$ cat src/rtl/dac_wave_player.sv
// Steps through a waveform ROM with a programmable stride and drives the DAC code.
// Define DAC_WAVE_GAIN_EN to add a 2-bit arithmetic attenuation input (gain).
module dac_wave_player #(
  parameter int DATA_W    = 8,
  parameter int ADDR_W    = 11,
  parameter int TABLE_LEN = 2000,
  parameter int STEP_W    = 8,
  parameter int STEP_RST  = 2,
  parameter int ROM_LAT   = 1,
  parameter int DISP_DIV  = 64
) (
  input  logic              clk,
  input  logic              rst,
  input  logic              sample_tick,
  input  logic              start,
  input  logic              stop,
  input  logic [1:0]        mode,
  input  logic              step_up,
  input  logic              step_down,
`ifdef DAC_WAVE_GAIN_EN
  input  logic [1:0]        gain,
`endif
  output logic [ADDR_W-1:0] rom_addr,
  input  logic [DATA_W-1:0] rom_q,
  output logic [DATA_W-1:0] dac_value,
  output logic              dac_valid,
  output logic [STEP_W-1:0] step,
  output logic              busy,
  output logic              done,
  output logic [DATA_W-1:0] disp_sample,
  output logic              disp_valid
);

  typedef enum logic [1:0] {
    IDLE,
    RUN,
    DONE
  } state_t;

  localparam int AW1 = ADDR_W + 1;
  localparam int CW  = (DISP_DIV > 1) ? $clog2(DISP_DIV) : 1;

  localparam logic [AW1-1:0]    LEN  = AW1'(TABLE_LEN);
  localparam logic [AW1-1:0]    LAST = AW1'(TABLE_LEN - 1);
  localparam logic [STEP_W-1:0] SMAX = '1;
  localparam logic [STEP_W-1:0] SMIN = STEP_W'(1);
  localparam logic [DATA_W-1:0] MID  = DATA_W'(2 ** (DATA_W - 1));
  localparam logic [CW-1:0]     CTOP = CW'(DISP_DIV - 1);

  state_t            state_q;
  state_t            state_d;
  logic [ADDR_W-1:0] addr_d;
  logic              dir_q;
  logic              dir_d;
  logic              push;

  logic [AW1-1:0] a_ext;
  logic [AW1-1:0] s_ext;
  logic [AW1-1:0] sum;
  logic [AW1-1:0] wrap;
  logic [AW1-1:0] back;

  logic pp;
  logic os;

  logic [ROM_LAT:0]  pipe;
  logic              load;
  logic [DATA_W-1:0] dac_d;
  logic [CW-1:0]     cnt;

  assign a_ext = AW1'(rom_addr);
  assign s_ext = AW1'(step);
  assign sum   = a_ext + s_ext;
  assign wrap  = sum - LEN;
  assign back  = a_ext - s_ext;

  assign pp = (mode == 2'b10);
  assign os = (mode == 2'b01);

  assign busy = (state_q == RUN);
  assign done = (state_q == DONE);

  always_ff @(posedge clk or posedge rst) begin
    if (rst) begin
      state_q <= IDLE;
    end else begin
      state_q <= state_d;
    end
  end

  // stop dominates start; a tick in the same cycle as either is dropped
  always_comb begin
    state_d = state_q;
    addr_d  = rom_addr;
    dir_d   = pp ? dir_q : 1'b0;
    push    = 1'b0;
    if (stop) begin
      state_d = IDLE;
      addr_d  = '0;
      dir_d   = 1'b0;
    end else if (start) begin
      state_d = RUN;
      addr_d  = '0;
      dir_d   = 1'b0;
    end else if (state_q == RUN && sample_tick) begin
      unique case (1'b1)
        pp && !dir_q: begin
          push = 1'b1;
          if (sum >= LAST) begin
            addr_d = LAST[ADDR_W-1:0];
            dir_d  = 1'b1;
          end else begin
            addr_d = sum[ADDR_W-1:0];
          end
        end
        pp && dir_q: begin
          push = 1'b1;
          if (a_ext <= s_ext) begin
            addr_d = '0;
            dir_d  = 1'b0;
          end else begin
            addr_d = back[ADDR_W-1:0];
          end
        end
        os: begin
          if (sum >= LEN) begin
            state_d = DONE;
          end else begin
            addr_d = sum[ADDR_W-1:0];
            push   = 1'b1;
          end
        end
        default: begin
          push = 1'b1;
          if (sum >= LEN) begin
            addr_d = wrap[ADDR_W-1:0];
          end else begin
            addr_d = sum[ADDR_W-1:0];
          end
        end
      endcase
    end
  end

  always_ff @(posedge clk or posedge rst) begin
    if (rst) begin
      rom_addr <= '0;
      dir_q    <= 1'b0;
    end else begin
      rom_addr <= addr_d;
      dir_q    <= dir_d;
    end
  end

  always_ff @(posedge clk or posedge rst) begin
    if (rst) begin
      step <= STEP_W'(STEP_RST);
    end else if (step_up && !step_down) begin
      if (step != SMAX) begin
        step <= step + SMIN;
      end
    end else if (step_down && !step_up) begin
      if (step > SMIN) begin
        step <= step - SMIN;
      end
    end
  end

  // one bit per in-flight sample; bit ROM_LAT lines up with valid rom_q
  always_ff @(posedge clk or posedge rst) begin
    if (rst) begin
      pipe <= '0;
    end else if (stop) begin
      pipe <= '0;
    end else begin
      pipe <= {pipe[ROM_LAT-1:0], push};
    end
  end

  assign load = pipe[ROM_LAT] && !stop;

`ifdef DAC_WAVE_GAIN_EN
  localparam logic [DATA_W:0] MIDX = (DATA_W + 1)'(2 ** (DATA_W - 1));

  logic signed [DATA_W:0] centred;
  logic signed [DATA_W:0] scaled;
  logic        [DATA_W:0] mixed;

  assign centred = $signed({1'b0, rom_q} - MIDX);
  assign scaled  = centred >>> gain;
  assign mixed   = MIDX + $unsigned(scaled);
  assign dac_d   = mixed[DATA_W-1:0];
`else
  assign dac_d = rom_q;
`endif

  always_ff @(posedge clk or posedge rst) begin
    if (rst) begin
      dac_value <= MID;
      dac_valid <= 1'b0;
    end else begin
      dac_valid <= load;
      if (load) begin
        dac_value <= dac_d;
      end
    end
  end

  always_ff @(posedge clk or posedge rst) begin
    if (rst) begin
      cnt         <= '0;
      disp_sample <= '0;
      disp_valid  <= 1'b0;
    end else begin
      disp_valid <= 1'b0;
      if (start) begin
        cnt <= '0;
      end else if (load) begin
        if (cnt == CTOP) begin
          cnt         <= '0;
          disp_sample <= dac_d;
          disp_valid  <= 1'b1;
        end else begin
          cnt <= cnt + CW'(1);
        end
      end
    end
  end

endmodule

$ cat config.mk
export PLATFORM = sky130hd
export DESIGN_NAME = dac_wave_player
export DESIGN_NICKNAME = d
export VERILOG_FILES = /design/src/rtl/dac_wave_player.sv
export SDC_FILE = /design/constraint.sdc
export NUM_CORES = 1
export LEC_CHECK = 0
export BUFFER_PORTS_ARGS = -buffer_cell sky130_fd_sc_hd__buf_2
export CAP_MARGIN = 15
export CORE_ASPECT_RATIO = 1.1
export CORE_MARGIN = 2
export CORE_UTILIZATION = 58
export CTS_CLUSTER_SIZE = 8
export DETAILED_ROUTE_END_ITERATION = 7
export PLACE_DENSITY = 0.81
export SLEW_MARGIN = 40
export SYNTH_ARGS = -nofsm -noshare
export SYNTH_HDL_FRONTEND = slang
export SYNTH_SLANG_ARGS = --single-unit
$ cat constraint.sdc
create_clock -name clk -period 4.2 [get_ports clk]
set_input_delay 0.63 -clock clk [delete_from_list [all_inputs] [get_ports clk]]
set_output_delay 0.63 -clock clk [all_outputs]
set_load 0.01 [all_outputs]
==> impl_metrics.csv, run 1 <==
group,metric,value,unit
global_routing,grtUsageMet1,0.3581,
power,share_comb_of_total_power,0.511,
global_routing,use_met2,0.4735,
drt,first_iter_violations,235,
power,swShare,0.4374,
cells_and_area,fin_nets,507,
cells_and_area,drive_gt1_frac,0.2181,
die,core-area,0.006156,mm2
worst_setup_path,crit_fanout,11,
cells_and_area,multi_input_area,0.002357,mm2
sta,hold_violations,0,
cells_and_area,seqCellArea,0.001205,mm2
cells_and_area,diodes,0,
synth,yosysMostFrequentCell,"nand2_1",
synth,yosys_warnings,0,
sta,slew_viol_final,0,
drt,wl_per_cell,17.97,um
worst_setup_path,cp-start-kind,"flop",
sta,finalWorstPathRequiredPeriod,3.914,ns
worst_setup_path,critPathMostFrequentCell,"ha_1",
global_routing,busiest_layer,"met2",
cells_and_area,fin_cells,543,
worst_setup_path,endpoint_kind,"flop",
synth,synth_edf_count,0,
power,p_sw,0.8301,mW
global_routing,grt_use_total,0.2804,
global_routing,grt_pass1_wl,15570,um
power,clkPwrFrac,0.183,
drt,drcViolationCount,2,
hold_path,min_path_type,"in2async",
clocking,cts.clk_slew.worst_paths,0.11,ns
synth,synth_top_cell_by_area,"dfrtp_1",
placed_design,placedCellCount,534,
die,start_util,0.6000,
worst_setup_path,crit_type,"reg2reg",
clocking,clockBufferDepth,2,
synth,seq_area_frac_synth,0.3259,
synth,ys_types,72,
sta,finalSetupTns,0,ns
clocking,numCtsBuffers,5,
drt,vias,3428,
die,dieHeight,87.70,um
sta,finalClockSkew,0.02007,ns
worst_setup_path,cpLargestDelayFamily,"compound AO/OA/AOI/OAI gates",
worst_setup_path,path_buf_inv,1,
drt,dr.pass1.iters,7,
synth,synthDominantCellAreaShare,0.3117,
placed_design,numPortBuffers,55,
synth,ys_top_cells_by_area,"dfrtp_1 (31%), ha_1 (8.8%), nand2_1 (4.8%)",
sta,fmax,0.2555,GHz
clocking,clock_latency,0.31,ns
cells_and_area,syn2layout_area_growth,13.04,%
synth,ys.flop_type,"dfrtp_1",
drt,ant_nets,0,
synth,ys_ff_latch,48,
sta,maxSlewHeadroom,0.4792,
worst_setup_path,r2r_slack,0.29,ns
global_routing,antenna_found_initial,0,
power,seq_power_share,0.305,
drt,wl,9759,um
drt,via_per_inst,6.313,
worst_setup_path,worstPathArrival,4.17,ns
clocking,tritoncts,"done",
global_routing,grt_max_degree,49,
die,die_w,80.09,um
sta,fin_crit_sh,0.9320,
die,dieArea,0.007023,mm2
run_status,violations,"DRC",
worst_setup_path,crit_path_max_incr_delay,0.57,ns
clocking,clockRootBuffer,"clkbuf_8",
die,ioPinCount,56,
die,rows,30,
power,power_density,454.5,mW/mm2
worst_setup_path,slowest_stage,"ha_1",
power,p_leak,2.021,nW
sta,tightest_slew,0.7796,ns
cells_and_area,final_util,0.6783,
power,ir_worst_vdd,303.9,uV
cells_and_area,fill_cells,492,
synth,avgSynthCellArea,8.900,um2
sta,setup_viol,0,
global_routing,grt_overflow,0,
clocking,h-tree-depth,2,
synth,synthTopCellsByCount,"nand2_1 (47), dfrtp_1 (46), nor2_1 (27)",
run_status,status,"complete, but fails checks",
global_routing,grt_pass1_vias,3192,
synth,syn_nets,460,
power,p_int,1.068,mW
synth,synth.cell_area,0.003694,mm2
worst_setup_path,cp.required,4.45,ns
synth,synth_cells,415,
power,p_total,1.898,mW
flow_run,cap_violations,0,
placed_design,gp_congestion,0.9991,
worst_setup_path,path_cells,"inv_1 -> ha_1 -> nor2b_1 -> or2_2 -> nor2_1 -> xnor2_2 -> ha_1 -> nand2_1 -> nor4b_1 -> mux2i_1 -> a21o_1 -> o31ai_4 -> a21oi_2 -> a22oi_1 -> a22o_1",
synth,async_flop_share,1.000,
clocking,clock-sinks,48,
placed_design,hpwlAfterDp,7101,um
global_routing,gr-usage-met3,0.03918,
==> registers in the layout, indices dropped and copies added (netlist names) <==
signal / count
rom_addr: 11
pipe: 2
dac_valid: 1
dir_q: 1
step: 8
dac_value: 8
disp_sample: 8
cnt: 6
disp_valid: 1
state_q: 2
==> power groups by stage <==
stage	clock [mW]	combinational, mW	sequential (mW)
after floorplan	0	0.631	0.615
after global placement	0	0.905	0.580
after detailed placement	0	0.919	0.585
after CTS	0.353	0.937	0.577
after global routing	0.374	1.06	0.588
final	0.348	0.970	0.580
==> area by class of cell <==
class | instances | share of cell area
sequential | 48 | 0.2886
inverter | 24 | 0.02218
multi-input combinational | 324 | 0.5646
timing repair buffer | 59 | 0.07312
tap | 80 | 0.02397
clock buffer | 5 | 0.01648
clock inverter | 3 | 0.01109
==> metal layers <==
layer / wire length (um) / share of wire
met2: 4770 / 0.49
met3: 740 / 0.076
met1: 3891 / 0.40
met4: 358 / 0.037
met5: 0 / 0
==> cells by family (layout without fill, tap and decap cells) <==
group,after synthesis,in the layout,synth area share
AOI/OAI and AO/OA,121,121,0.2541
xor gates and xnor gates,21,21,0.04980
adders and majority gates,28,28,0.09892
buffers and inverters,43,91,0.04810
DFF,48,48,0.3259
muxes,10,10,0.02981
and+or+nand+nor,144,144,0.1934
==> metrics by stage <==
step / hold WS (ns) / cell area, um2 / worst slack [ns]
4_1_cts: 0.4140 / 4134 / 0.07287
6_report: 0.3908 / 4175 / 0.2857
3_5_place_dp: 0.4571 / 4011 / 0.004248
2_1_floorplan: 0.4385 / 3694 / 0.4416
3_3_place_gp: 0.4507 / 4004 / 0.3006
5_1_grt: 0.4260 / 4175 / -0.05142
==> worst paths after layout <==
path | from | to | cells after the start
setup / recovery | step[4] | rom_addr[7] | 15
hold / removal | rst | state_q[0] | 2
setup reg to reg | step[4] | rom_addr[7] | 15
hold reg to reg | dac_value[7] | dac_value[7] | 2
max in group asynchronous | rst | step[2] | 2
min in group clk | dac_value[7] | dac_value[7] | 2
==> timing repair <==
item | 4_1_cts | 5_1_grt
hold buffers | 0 | 0
endpoints found under the setup margin | 3 | 12
pin swaps | 0 | 2
setup buffers | 0 | 1
gates resized for setup | 1 | 5
==> layout by cell type (no fill, tap or decap), types with 8 or more instances in the layout <==
cell type  synthesis  final
a21o_1             8      8
a21oi_1           21     20
buf_2              6     55
dfrtp_1           46     45
ha_1              26     26
inv_1             23     22
mux2_2             8      8
nand2_1           47     47
nor2_1            27     27
nor2b_1           10     10
nor3_1            14     14
o21ai_0           25     25
xnor2_1           15     14
No activity file was read; power rests on OpenSTA's default activity.
==> inputs of run 2 (changes only) <==
--- a/config.mk
+++ b/config.mk
@@ -9,10 +9,13 @@
 export CAP_MARGIN = 15
 export CORE_ASPECT_RATIO = 1.1
 export CORE_MARGIN = 2
-export CORE_UTILIZATION = 58
+export CORE_UTILIZATION = 60
+export CTS_BUF_LIST = sky130_fd_sc_hd__clkbuf_2 sky130_fd_sc_hd__clkbuf_4 sky130_fd_sc_hd__clkbuf_8
 export CTS_CLUSTER_SIZE = 8
 export DETAILED_ROUTE_END_ITERATION = 7
-export PLACE_DENSITY = 0.81
+export GPL_ROUTABILITY_DRIVEN = 1
+export HOLD_SLACK_MARGIN = 0.05
+export PLACE_DENSITY = 0.83
 export SLEW_MARGIN = 40
 export SYNTH_ARGS = -nofsm -noshare
 export SYNTH_HDL_FRONTEND = slang
==> run 2 against run 1 <==
Net effect:
- sequential share of layout area about the same
- largest cell class unchanged
- cell area down 0.15%
- wire length down 1.3%
- clock power up 18%
- the run now ends clean
- register-to-register slack worse by 0.02 ns
- via count up 1.4%
- non-clock buffer count down 1
- clock-buffer cell count unchanged
- critical path depth unchanged
- critical path type unchanged
- hold slack worse by 0.0039 ns
- combinational power down 1%
==> impl_metrics.csv, run 2 (synthesis results as in run 1) <==
group,metric,value,unit
run_status,status,"complete, no violations",
drt,drcViolationCount,0,
global_routing,grt_use_total,0.2970,
clocking,clock_latency,0.31,ns
clocking,h-tree-depth,2,
worst_setup_path,cp.required,4.46,ns
cells_and_area,syn2layout_area_growth,12.87,%
drt,wl,9635,um
die,die_w,78.81,um
cells_and_area,fill_cells,462,
placed_design,placedCellCount,531,
cells_and_area,diodes,0,
sta,hold_violations,0,
sta,slew_viol_final,0,
die,core-area,0.005842,mm2
clocking,cts.clk_slew.worst_paths,0.10,ns
hold_path,min_path_type,"in2async",
sta,rsz0062_at_grt,"false",
drt,met3WireLength,838,um
worst_setup_path,cp-start-kind,"flop",
clocking,clockRootBuffer,"clkbuf_8",
power,swShare,0.4249,
clocking,cts_resized,0,
cells_and_area,layout_commonest_cell,"buf_2",
clocking,postCtsSetupRepairBufs,0,
drt,via_per_inst,6.449,
sta,finalWorstPathRequiredPeriod,3.932,ns
die,dieArea,0.006801,mm2
worst_setup_path,critPathMostFrequentCell,"ha_1",
worst_setup_path,path_buf_inv,1,
power,p_sw,0.8263,mW
flow_run,cap_violations,0,
sta,fin_crit_sh,0.9361,
die,start_util,0.6323,
clocking,tritoncts,"done",
drt,highest_layer,"met4",
worst_setup_path,crit_fanout,8,
cells_and_area,final_cell_mix,"buf_2 (55), nand2_1 (47), dfrtp_1 (46)",
global_routing,grt_pass1_wl,16080,um
cells_and_area,largest_register_ff_count,11,
die,dieHeight,86.29,um
power,share_comb_of_total_power,0.492,
power,seq_power_share,0.297,
global_routing,grt_overflow,0,
sta,maxSlewHeadroom,0.5139,
power,power_density,466.5,mW/mm2
clocking,clockBufferDepth,2,
drt,first_iter_violations,194,
drt,wl_met2,4625,um
worst_setup_path,r2r_slack,0.27,ns
sta,finalClockSkew,0.01316,ns
worst_setup_path,slowest_stage,"a2111oi_2",
drt,ant_nets,0,
sta,setup_viol,0,
global_routing,antenna_found_initial,0,
worst_setup_path,worstPathArrival,4.19,ns
cells_and_area,multi_input_area,0.002341,mm2
worst_setup_path,cpLargestDelayFamily,"compound AO/OA/AOI/OAI gates",
global_routing,grt_pass1_vias,3333,
die,ioPinCount,56,
cells_and_area,drive_gt1_frac,0.2100,
worst_setup_path,crit_path_max_incr_delay,0.49,ns
drt,dr.pass1.iters,5,
clocking,cts_hold_buf,0,
clocking,numCtsBuffers,5,
placed_design,numPortBuffers,55,
placed_design,gp_congestion,1.034,
power,clkPwrFrac,0.211,
sta,finalWorstSetupSlack,0.2682,ns
drt,wl_per_cell,17.88,um
cells_and_area,fin_nets,506,
drt,vias,3476,
worst_setup_path,crit_type,"reg2reg",
global_routing,grt_max_degree,49,
worst_setup_path,path_cells,"inv_1 -> ha_1 -> nor2b_4 -> a2111oi_2 -> nor2_1 -> xnor2_2 -> ha_1 -> nand2_1 -> nor4b_1 -> mux2i_1 -> a21o_1 -> o31ai_4 -> a21oi_1 -> a22oi_1 -> a22o_1",
cells_and_area,fin_cells,539,
placed_design,post-place-ws,0.1434,ns
worst_setup_path,endpoint_kind,"flop",
power,p_leak,2.034,nW
power,ir_worst_vdd,297.1,uV
sta,finalSetupTns,0,ns
cells_and_area,top_register,"rom_addr",
die,rows,29,
cells_and_area,seqCellArea,0.001204,mm2
clocking,clock-sinks,48,
placed_design,hpwlAfterDp,7148,um
drt,met1_length,3791,um
sta,fmax,0.2543,GHz
sta,tightest_slew,0.7277,ns
power,p_int,1.118,mW
## run 2: final timing paths
| path | end | cells after the start | startpoint |
|---|---|---|---|
| min in group clk | dac_value[7] | 2 | dac_value[7] |
| max reg2reg | rom_addr[7] | 15 | step[2] |
| min reg2reg | dac_value[7] | 2 | dac_value[7] |
| max in group asynchronous | step[4] | 2 | rst |
| max | rom_addr[7] | 15 | step[2] |
| min | disp_sample[5] | 2 | rst |
## run 2: layout make-up
| class | count | share of cell area |
|---|---|---|
| timing repair buffer | 58 | 0.07143 |
| sequential | 48 | 0.2887 |
| inverter | 24 | 0.02221 |
| multi-input combinational | 324 | 0.5615 |
| clock inverter | 3 | 0.01651 |
| clock buffer | 5 | 0.01651 |
| tap | 77 | 0.02311 |
## run 2: power by group through the flow
stage / Clock, mW / Sequential [mW] / Combinational (mW)
global placement: 0 / 0.580 / 0.898
floorplan: 0 / 0.615 / 0.631
global route: 0.435 / 0.585 / 1.05
CTS: 0.412 / 0.576 / 0.936
detailed placement: 0 / 0.584 / 0.924
finish: 0.410 / 0.577 / 0.957
## run 2: per-stage QoR
stage	instance area (um2)	utilization	total power [mW]	hold WS [ns]
2_1_floorplan	3694	-	1.246	0.4385
3_3_place_gp	4000	0.6847	1.478	0.4478
3_5_place_dp	4008	0.6860	1.508	0.4581
4_1_cts	4145	0.7096	1.924	0.4161
5_1_grt	4169	0.7136	2.066	0.4358
6_report	4169	0.7136	1.945	0.3869
## run 2: metal layers
metal	GRT usage	vias to the layer above
li1	-	1599
met1	0.3779	1649
met2	0.4996	191
met4	0.1395	0
met3	0.04479	37
met5	0	-
==> inputs of run 3 (changes only) <==
--- a/config.mk
+++ b/config.mk
@@ -7,7 +7,7 @@
 export LEC_CHECK = 0
 export BUFFER_PORTS_ARGS = -buffer_cell sky130_fd_sc_hd__buf_2
 export CAP_MARGIN = 15
-export CORE_ASPECT_RATIO = 1.1
+export CORE_ASPECT_RATIO = 1.75
 export CORE_MARGIN = 2
 export CORE_UTILIZATION = 60
 export CTS_BUF_LIST = sky130_fd_sc_hd__clkbuf_2 sky130_fd_sc_hd__clkbuf_4 sky130_fd_sc_hd__clkbuf_8
==> run 3 against run 2 <==
Net effect:
- wire length up 2.4%
- maximum frequency is 0.46% lower
- via count fell by 2.1%
- final cell count grew 0.56%
- global-route usage is 1.2 points higher
- flip-flop and latch count did not move
- die area grew 0.35%
- non-clock buffer count is 2 higher
- sequential share of layout area grew 0.22 points
- total power shrank 5.8%
- critical path depth unchanged
- clock skew fell by 0.0049 ns
==> impl_metrics.csv, run 3 (synthesis results as in run 1) <==
group,metric,value,unit
clocking,clock-sinks,48,
worst_setup_path,crit_fanout,9,
global_routing,grt_use_total,0.3088,
worst_setup_path,critPathMostFrequentCell,"ha_1",
global_routing,grt_pass1_wl,16530,um
hold_path,min_path_type,"in2async",
global_routing,antenna_found_initial,0,
cells_and_area,final_util,0.6983,
power,power_density,442.9,mW/mm2
sta,fin_crit_sh,0.9405,
sta,finalSetupTns,0,ns
placed_design,numPortBuffers,55,
sta,finalClockSkew,0.008256,ns
drt,ant_nets,0,
die,rows,37,
placed_design,placed_cell_area,0.004024,mm2
sta,maxSlewHeadroom,0.4785,
worst_setup_path,endpoint_kind,"flop",
run_status,status,"complete, no violations",
clocking,clockRootBuffer,"clkbuf_8",
placed_design,hpwlAfterDp,7655,um
worst_setup_path,reg2reg_from,"step[1]",
drt,dr.pass1.iters,4,
worst_setup_path,path_cells,"inv_1 -> ha_1 -> nand2b_1 -> a2111oi_2 -> nor2_1 -> xnor2_1 -> ha_1 -> nand2_1 -> nor4b_1 -> mux2i_1 -> a21o_1 -> o31ai_4 -> a21oi_1 -> a22oi_1 -> a22o_1",
clocking,clock_latency,0.31,ns
worst_setup_path,r2r_end,"rom_addr[7]",
placed_design,gp_congestion,1.073,
die,dieArea,0.006824,mm2
sta,hold_violations,0,
clocking,cts_resized,0,
clocking,h-tree-depth,2,
die,die_w,63.31,um
drt,drcViolationCount,0,
cells_and_area,largest_register_ff_count,11,
die,dieHeight,107.8,um
worst_setup_path,worstPathArrival,4.21,ns
cells_and_area,syn2layout_area_growth,12.03,%
cells_and_area,fin_cells,542,
sta,slew_viol_final,0,
sta,finalWorstSetupSlack,0.2499,ns
worst_setup_path,crit_path_max_incr_delay,0.63,ns
cells_and_area,final_cell_area,0.004138,mm2
flow_run,cap_violations,0,
global_routing,grt_overflow,0,
worst_setup_path,cp.required,4.46,ns
worst_setup_path,r2r_slack,0.25,ns
cells_and_area,final_cell_mix,"buf_2 (55), nand2_1 (47), dfrtp_1 (46)",
sta,setup_viol,0,
global_routing,grt_max_degree,49,
clocking,clockBufferDepth,2,
worst_setup_path,cp-start-kind,"flop",
global_routing,grt_pass1_vias,3406,
cells_and_area,fill_cells,510,
sta,finalWorstPathRequiredPeriod,3.950,ns
clocking,postCtsSetupRepairBufs,0,
placed_design,post-place-ws,0.1938,ns
cells_and_area,drive_gt1_frac,0.2112,
power,ir_worst_vdd,351.2,uV
drt,first_iter_violations,266,
cells_and_area,fin_nets,508,
placed_design,placedCellCount,534,
drt,vias,3403,
die,ioPinCount,56,
worst_setup_path,worstSetupStartpoint,"step[1]",
clocking,cts.clk_slew.worst_paths,0.10,ns
sta,rsz0062_at_grt,"false",
cells_and_area,top_register,"rom_addr",
drt,via_per_inst,6.279,
die,start_util,0.6233,
sta,tightest_slew,0.7806,ns
worst_setup_path,worst_r2r_path_depth,15,
worst_setup_path,crit_type,"reg2reg",
cells_and_area,diodes,0,
sta,fmax,0.2532,GHz
clocking,tritoncts,"done",
die,core-area,0.005926,mm2
clocking,numCtsBuffers,5,
worst_setup_path,slowest_stage,"dfstp_2",
cells_and_area,layout_commonest_cell,"buf_2",
power,p_leak,2.010,nW
drt,wl,9864,um
clocking,cts_hold_buf,0,
drt,wl_per_cell,18.20,um
## run 3: worst max-delay path: cells and delay by family, from the launching register on
| kind | cells | cell delay, ns |
|---|---|---|
| AO/OA/AOI/OAI | 6 | 1.65 |
| XOR/XNOR | 1 | 0.21 |
| adder cells (fa/ha/maj) | 2 | 0.50 |
| buffers and inverters | 1 | 0.13 |
| flip-flops | 1 | 0.63 |
| multiplexers | 1 | 0.12 |
| AND/OR/NAND/NOR | 4 | 0.63 |
## run 3: how the worst max path moves through the flow
| stage | to | slack, ns | depth (start not counted) |
|---|---|---|---|
| after floorplan | rom_addr[5] | 0.44 | 15 |
| after global placement | rom_addr[7] | 0.35 | 15 |
| after detailed placement | rom_addr[3] | 0.19 | 14 |
| after CTS | rom_addr[7] | 0.17 | 15 |
| after global routing | rom_addr[2] | 0.07 | 15 |
| final | rom_addr[7] | 0.25 | 15 |
## run 3: layout make-up
type	count	area [um2]	share of cell area
repair buffers	60	312.8	0.07560
flip-flops and latches	48	1204	0.2909
multi-input cells	324	2333	0.5640
clock buffers	6	82.58	0.01996
inverters	24	92.59	0.02238
well taps	78	97.59	0.02359
clock inverters	2	15.01	0.003629
## run 3: per-layer routing
metal  global-route usage  vias to the layer above  wire, um  part of all wire
met5                    0                        -         0                 0
met4               0.1879                        0       466             0.047
met3              0.04393                       40       454             0.046
met2               0.5578                      143      5245              0.53
met1               0.3363                     1609      3697              0.37
li1                     -                     1611         -                 -
## run 3: stage by stage
| stage | total power, mW | hold WS, ns |
|---|---|---|
| 2_1_floorplan | 1.246 | 0.4385 |
| 5_1_grt | 1.948 | 0.4443 |
| 3_3_place_gp | 1.499 | 0.4471 |
| 6_report | 1.832 | 0.3747 |
| 3_5_place_dp | 1.515 | 0.4512 |
| 4_1_cts | 1.817 | 0.4079 |
## run 3: where the power goes
part | internal, mW | switching (mW)
Sequential | 0.521 | 0.0655
Combinational | 0.361 | 0.582
Clock | 0.134 | 0.170
